===== src/rtl/pipe_ctrl.sv =====
// pipe_ctrl: pipeline control responder for the 5-stage CPU.
// Turns load-use stall requests, EX-stage branch redirects and the data
// memory wait handshake into per-stage register enables and flushes.
// Optional feature macro: PIPE_CTRL_PERF_EN adds a saturating counter of
// cycles in which the PC was held; without it stallCount reads as zero.
module pipe_ctrl #(
    parameter int STALL_CYCLES = 1,
    parameter int CNT_WIDTH    = 16
) (
    input  logic                 clk,
    input  logic                 reset,
    input  logic                 hazard,
    input  logic                 branchTaken,
    input  logic                 memReq,
    input  logic                 memReady,
    output logic                 pcEnable,
    output logic                 ifIdEnable,
    output logic                 ifIdFlush,
    output logic                 idExEnable,
    output logic                 idExFlush,
    output logic                 exMemEnable,
    output logic                 memWbEnable,
    output logic [CNT_WIDTH-1:0] stallCount
);

    typedef enum logic [1:0] {
        RUN     = 2'd0,
        LOADUSE = 2'd1,
        MEMWAIT = 2'd2
    } state_t;

    // Control vector order: pc, ifId, idEx, exMem, memWb enables, ifIdFlush, idExFlush
    localparam logic [6:0] CTL_RUN     = 7'b1111100;
    localparam logic [6:0] CTL_FREEZE  = 7'b0000000;
    localparam logic [6:0] CTL_BRANCH  = 7'b1111111;
    localparam logic [6:0] CTL_LOADUSE = 7'b0011101;
    localparam logic [6:0] CTL_RESET   = 7'b0000011;

    // The hazard cycle itself is the first bubble, so the counter starts one lower
    localparam logic [2:0] BUBBLE_INIT = 3'(STALL_CYCLES - 1);

    state_t     state_q, state_d;
    state_t     eff_state;
    logic [2:0] bubble_q, bubble_d;
    logic       resume_q, resume_d;
    logic       freeze;
    logic [6:0] ctl;

    assign freeze = memReq && !memReady;

    // While waiting on memory, behave as the state that was active on entry
    always_comb begin
        eff_state = state_q;
        if (state_q == MEMWAIT) begin
            eff_state = resume_q ? LOADUSE : RUN;
        end
    end

    // Priority decode: freeze > branch > load-use > run; reset forces bubbles everywhere
    always_comb begin
        ctl      = CTL_RUN;
        state_d  = state_q;
        bubble_d = bubble_q;
        resume_d = resume_q;
        if (freeze) begin
            ctl      = CTL_FREEZE;
            state_d  = MEMWAIT;
            resume_d = (eff_state == LOADUSE);
        end else if (branchTaken) begin
            ctl      = CTL_BRANCH;
            state_d  = RUN;
            bubble_d = 3'd0;
            resume_d = 1'b0;
        end else if (eff_state == LOADUSE) begin
            ctl = CTL_LOADUSE;
            if (bubble_q <= 3'd1) begin
                state_d  = RUN;
                bubble_d = 3'd0;
            end else begin
                state_d  = LOADUSE;
                bubble_d = bubble_q - 3'd1;
            end
        end else if (hazard) begin
            ctl = CTL_LOADUSE;
            if (STALL_CYCLES <= 1) begin
                state_d = RUN;
            end else begin
                state_d  = LOADUSE;
                bubble_d = BUBBLE_INIT;
            end
        end else begin
            state_d = RUN;
        end
        if (reset) begin
            ctl = CTL_RESET;
        end
    end

    assign pcEnable    = ctl[6];
    assign ifIdEnable  = ctl[5];
    assign idExEnable  = ctl[4];
    assign exMemEnable = ctl[3];
    assign memWbEnable = ctl[2];
    assign ifIdFlush   = ctl[1];
    assign idExFlush   = ctl[0];

    // Control state registers; reset drops any pending bubbles or memory wait
    always_ff @(posedge clk or posedge reset) begin
        if (reset) begin
            state_q  <= RUN;
            bubble_q <= 3'd0;
            resume_q <= 1'b0;
        end else begin
            state_q  <= state_d;
            bubble_q <= bubble_d;
            resume_q <= resume_d;
        end
    end

`ifdef PIPE_CTRL_PERF_EN
    logic [CNT_WIDTH-1:0] stall_count_q, stall_count_d;

    // Count cycles where the PC is held, sticking at all-ones
    always_comb begin
        stall_count_d = stall_count_q;
        if (!pcEnable && !(&stall_count_q)) begin
            stall_count_d = stall_count_q + 1'b1;
        end
    end

    // Stall counter register
    always_ff @(posedge clk or posedge reset) begin
        if (reset) begin
            stall_count_q <= '0;
        end else begin
            stall_count_q <= stall_count_d;
        end
    end

    assign stallCount = stall_count_q;
`else
    assign stallCount = '0;
`endif

endmodule

===== config.mk =====
export PLATFORM = sky130hd
export DESIGN_NAME = pipe_ctrl
export DESIGN_NICKNAME = d
export VERILOG_FILES = /design/src/rtl/pipe_ctrl.sv
export SDC_FILE = /design/constraint.sdc
export NUM_CORES = 1
export LEC_CHECK = 0
export CAP_MARGIN = 5
export CORE_UTILIZATION = 39
export CTS_BUF_LIST = sky130_fd_sc_hd__clkbuf_8
export DETAILED_ROUTE_END_ITERATION = 12
export GPL_TIMING_DRIVEN = 0
export PLACE_DENSITY = 0.81
export SLEW_MARGIN = 20
export SYNTH_ARGS = -nofsm -noshare
export SYNTH_HDL_FRONTEND = slang
export SYNTH_SLANG_ARGS = --single-unit

===== constraint.sdc =====
create_clock -name clk -period 1.5 [get_ports clk]
set_input_delay 0.3 -clock clk [delete_from_list [all_inputs] [get_ports clk]]
set_output_delay 0.3 -clock clk [all_outputs]
set_load 0.02 [all_outputs]

Word level (Yosys, flattened, before mapping)

Cells that the tools add are included.

Memories: 0
Output and inout port bits: 23
Bits in latches: 0
Register bits after elaboration: 6
Memory bits (writable): 0
Word-level logic and storage cells: 29
Input bits: 6
Bits in read-only memories: 0

Reduce and logical (&&, ||, !) cells: 5
Order comparisons: 1
Add/subtract/negate cells: 1
Div/mod/pow operators: 0
Bitwise logic cells: 1
Multiply operators: 0
Shift-type cells: 0
Equal/unequal tests: 2
Muxes and demuxes: 16

Operators with widths:

| cell                | count |
|---|---|
| $mux 7              | 5 |
| $mux 3              | 3 |
| $mux 2              | 4 |
| $mux 1              | 4 |
| $reduce_bool 2->1   | 2 |
| $le 3x1->1 const B  | 1 |
| $sub 3x1->3 const B | 1 |
| $eq 2x1->1 const B  | 1 |
| $eq 2x2->1 const B  | 1 |
| $reduce_and 2->1    | 1 |
| $logic_and 1x1->1   | 1 |
| $logic_not 1->1     | 1 |
| $not 1->1           | 1 |

Depth between registers and ports, before layout

Depth after elaboration: 7
Depth in mapped cells: 5
Gate-level depth less buffers: 5

Worst setup path before layout

Ideal clock, no wire load.

Path type: input port to output port
Start point: in memReady
End point: out pcEnable
Arrival: 1.477 ns
Required time: 1.200 ns
Cell stages on the path: 5
Setup slack: -0.277 ns
Path through: nand2b_1 inv_1 nor2_1 o21a_1 buf_4

Cells in the longest elaborated chain, start to end: 4

Ends and longest elaborated chain:

| what              | line | source |
|---|---|---|
| from (decl)       | 15   | `input logic memReady,` |
| $logic_not 1->1   | 49   | `assign freeze = memReq && !memReady;` |
| $logic_and 1x1->1 | 49   |  |
| named net freeze  | 46   | `logic freeze;` |
| $mux 7            | 65   | `if (freeze) begin` |
| $mux 7            | 94   | `if (reset) begin` |
| to (decl)         | 16   | `output logic pcEnable,` |

The timed path passes the listed nets, and every way through them passes these cells.

Worst setup path after layout

Start point: reg state_q[0]
End point: out pcEnable

Cells in the longest elaborated chain, start to end: 7

Ends and longest elaborated chain:

| what                   | line | source |
|---|---|---|
| from (decl)            | 42   | `state_t state_q, state_d;` |
| from (signal assigned) | 114  | `state_q <= state_d;` |
| $eq 2x2->1             | 54   | `if (state_q == MEMWAIT) begin` |
| $mux 2 *               | 54   |  |
| $eq 2x1->1 *           | 74   | `end else if (eff_state == LOADUSE) begin` |
| $mux 7 *               | 74   |  |
| $mux 7 *               | 69   | `end else if (branchTaken) begin` |
| $mux 7 *               | 65   |  |
| $mux 7 *               | 94   |  |

Mark *: on every way between the ends. The rest lies on a longest branch, timed or not.

==> summary.txt <==
Outcome
  • Status: complete, but fails checks
  • Failing checks: negative setup slack

STA
  • Minimum clock period: 1.67 ns
  • Clock skew: roughly 0.00074 ns
  • PnR worst setup slack: -0.168 ns
  • Fmax: ~600 MHz
  • Setup violators final: 3
  • Unrepaired setup endpoints after global routing: yes
  • Hold_ws: 0.0496 ns
  • Final period utilization: 111%
  • Final hold vios: 0
  • Max-slew violations: 0

GRT
  • First-pass GRT wire length: 1980 um
  • Initial antenna violation count: 0
  • Grt peak-use layer: met2
  • Vias in the first global route: between 400 and 500
  • Overflow left after global routing: 0
  • Largest net degree at the start of global routing: 11
  • Met3 Usage GRT: around 6.9%
  • Met1 usage: 21.9%
  • Total track usage: between 20 and 25%
  • Met2 Use GR: a little over a third

Final layout
  • Commonest non-fill, non-tap cell in the layout: buf_4
  • Layout cells sized above 1: between 40% and 50%
  • Commonest non-fill, non-tap cells in the layout: buf_4 (26), conb_1 (16), dfrtp_1 (6)
  • Layout Cells excl Fill: between 100 and 150
  • Layout area overhead: 59.8%
  • Fin area: roughly 850 um2
  • Nets: between 100 and 150
  • Diodes inserted: 0

Setup path
  • Setup crit start kind: flip-flop
  • Critical Path End Type: output pin
  • Critical Path Start: state_q[0]$_DFF_PP0_
  • Beginning of the worst register-to-register path: resume_q$_DFFE_PP0P_
  • Req. time, crit path: between 1 and 1.5 ns
  • Worst path arrival time: 1.37 ns
  • Critical path class: reg2out
  • R2R setup slack: 0.11 ns
  • Reg-to-reg endpoint: bubble_q[0]$_DFFE_PP0P_
  • Crit path max fanout: 2
  • Reg2Reg Depth: 5

Placed design
  • DP Worst Slack: -0.905 ns
  • DP HPWL: approximately 790 um
  • DP Cell Count: about 100
  • Placed instance area: 732 um2
  • Input/output buffers: 12
  • GP Congestion: 0.721

Yosys
  • Seq/Total Area, Yosys: between 20% and 30%
  • Yosys top cell by area: dfrtp_1
  • Mapped Cells: around 60
  • Synthesized cell area: between 500 and 600 um2
  • Post-Syn Area per Cell: 8.68 um2
  • FF+latch count, synth: 6
  • Top post-synthesis cells by area: dfrtp_1 (28%), buf_4 (27%), ha_1 (4.7%)
  • Yosys top cell area share: between 20 and 30%
  • Post-synth cell types: 23
  • Yosys warns: 0

Power
  • Maximum vdd drop: between 0.6 and 0.7 mV
  • P_leak: 0.476 nW
  • Power Density: around 1100 nW/um2
  • Tot Pwr: between 0.9 and 1 mW

Route
  • Iter 0 DRT Violations: 8
  • Final ANT Viol Nets: 0
  • Residual DRC: 0
  • Vias: roughly 490
  • Vias per cell: roughly 4.3
  • DR WL/cell: ~11 um
  • WL final: 1250 um
  • Pre-antenna DRT Iters: 4

Floorplanning
  • FP Rows: 12
  • Die H: about 40 um
  • Starting Density: between 40 and 50%
  • DIE AREA: 1510 um2
  • IO Count: 29
  • Die X: approximately 39 um
  • Core Footprint: 1190 um2

Hold path
  • Min-Delay Path Class: in2async

Clock tree
  • # H-tree levels: 1
  • Worst-case clock buffer depth: 2
  • CTS tree: done
  • Hold-fix buffers, CTS: 0
  • CTS Buf Count: 3
  • Reg clk slew, reported paths: around 0.04 ns
  • Clk_lat worst skew: 0.23 ns
  • TritonCTS Sinks: 6
  • CTS root buffer: clkbuf_8

Job
  • MaxCap Viol Count: 0
## logic make-up (layout without fill, tap and decap cells)
| kind of cell | count (synthesis) | count (layout) | share of synthesized area, % |
|---|---|---|---|
| compound gates | 9 | 9 | 14.4 |
| fa+ha+maj | 2 | 2 | 4.73 |
| buf+inv | 24 | 47 | 30.7 |
| flops | 6 | 6 | 28.4 |
| mux | 2 | 2 | 3.78 |
| other cells | 1 | 16 | 0.709 |
| simple gates | 17 | 17 | 17.3 |
## per-layer routing
metal	wire (um)	up-vias
met2	688	16
met5	0	-
met4	19	0
met3	66	4
li1	-	244
met1	471	222
## power breakdown
part | internal (mW) | switching (mW)
sequential | 0.210 | 0.0387
clock | 0.173 | 0.0763
combinational | 0.205 | 0.224
## final cells by class
type                       count  area, um2
buffer                        20        158
clock buffer                   3       41.3
fill                          84        340
inverter                       4       20.0
multi-input combinational     46        297
sequential                     6        150
tap                           14       17.5
timing repair buffer          20        163
## synth_stat cells
master and number:
and2b_1 1, and3b_4 1, buf_2 1, buf_4 19, conb_1 1, dfrtp_1 6
ha_1 2, inv_1 4, mux2i_1 2, nand2_1 3, nand2b_1 1, nand3_1 1
nand3b_1 1, nor2_1 5, nor3_1 2, nor4_1 1, o21a_1 1, o21ai_0 4
o21ba_2 1, o2bb2ai_1 1, o311ai_1 1, o31ai_4 1, or2_1 1
## worst max-delay path by stage
stage / endpoint / slack [ns] / cells after the start
2_1_floorplan: pcEnable / 0.007 / 5
3_3_place_gp: pcEnable / -0.89 / 7
3_5_place_dp: pcEnable / -0.91 / 7
4_1_cts: pcEnable / -0.17 / 5
5_1_grt: pcEnable / -0.23 / 5
6_report: pcEnable / -0.17 / 5
## stage by stage
step           TNS, ns  util (%)
3_3_place_gp     -5.18      61.7
6_report        -0.347      71.3
2_1_floorplan        0         -
3_5_place_dp     -5.25      61.7
4_1_cts         -0.366      70.9
5_1_grt         -0.549      71.3
## flip-flops by register name (all words and copies together) (netlist names)
name and flops:
bubble_q 3, state_q 2, resume_q 1
## worst max-delay path, stage by stage (launching register included)
cell	delay (ns)
dfrtp_1	0.36
and3b_4	0.30
nor3_1	0.05
o21a_2	0.20
buf_6	0.11
buf_6	0.12
## timing repair
action | CTS | global route
endpoints found under the hold margin | 0 | 0
pin swaps | 4 | 2
setup endpoints to repair | 7 | 8
gates resized for setup | 44 | 2
buffers inserted | 8 | 0
No activity file was read; power rests on OpenSTA's default activity.
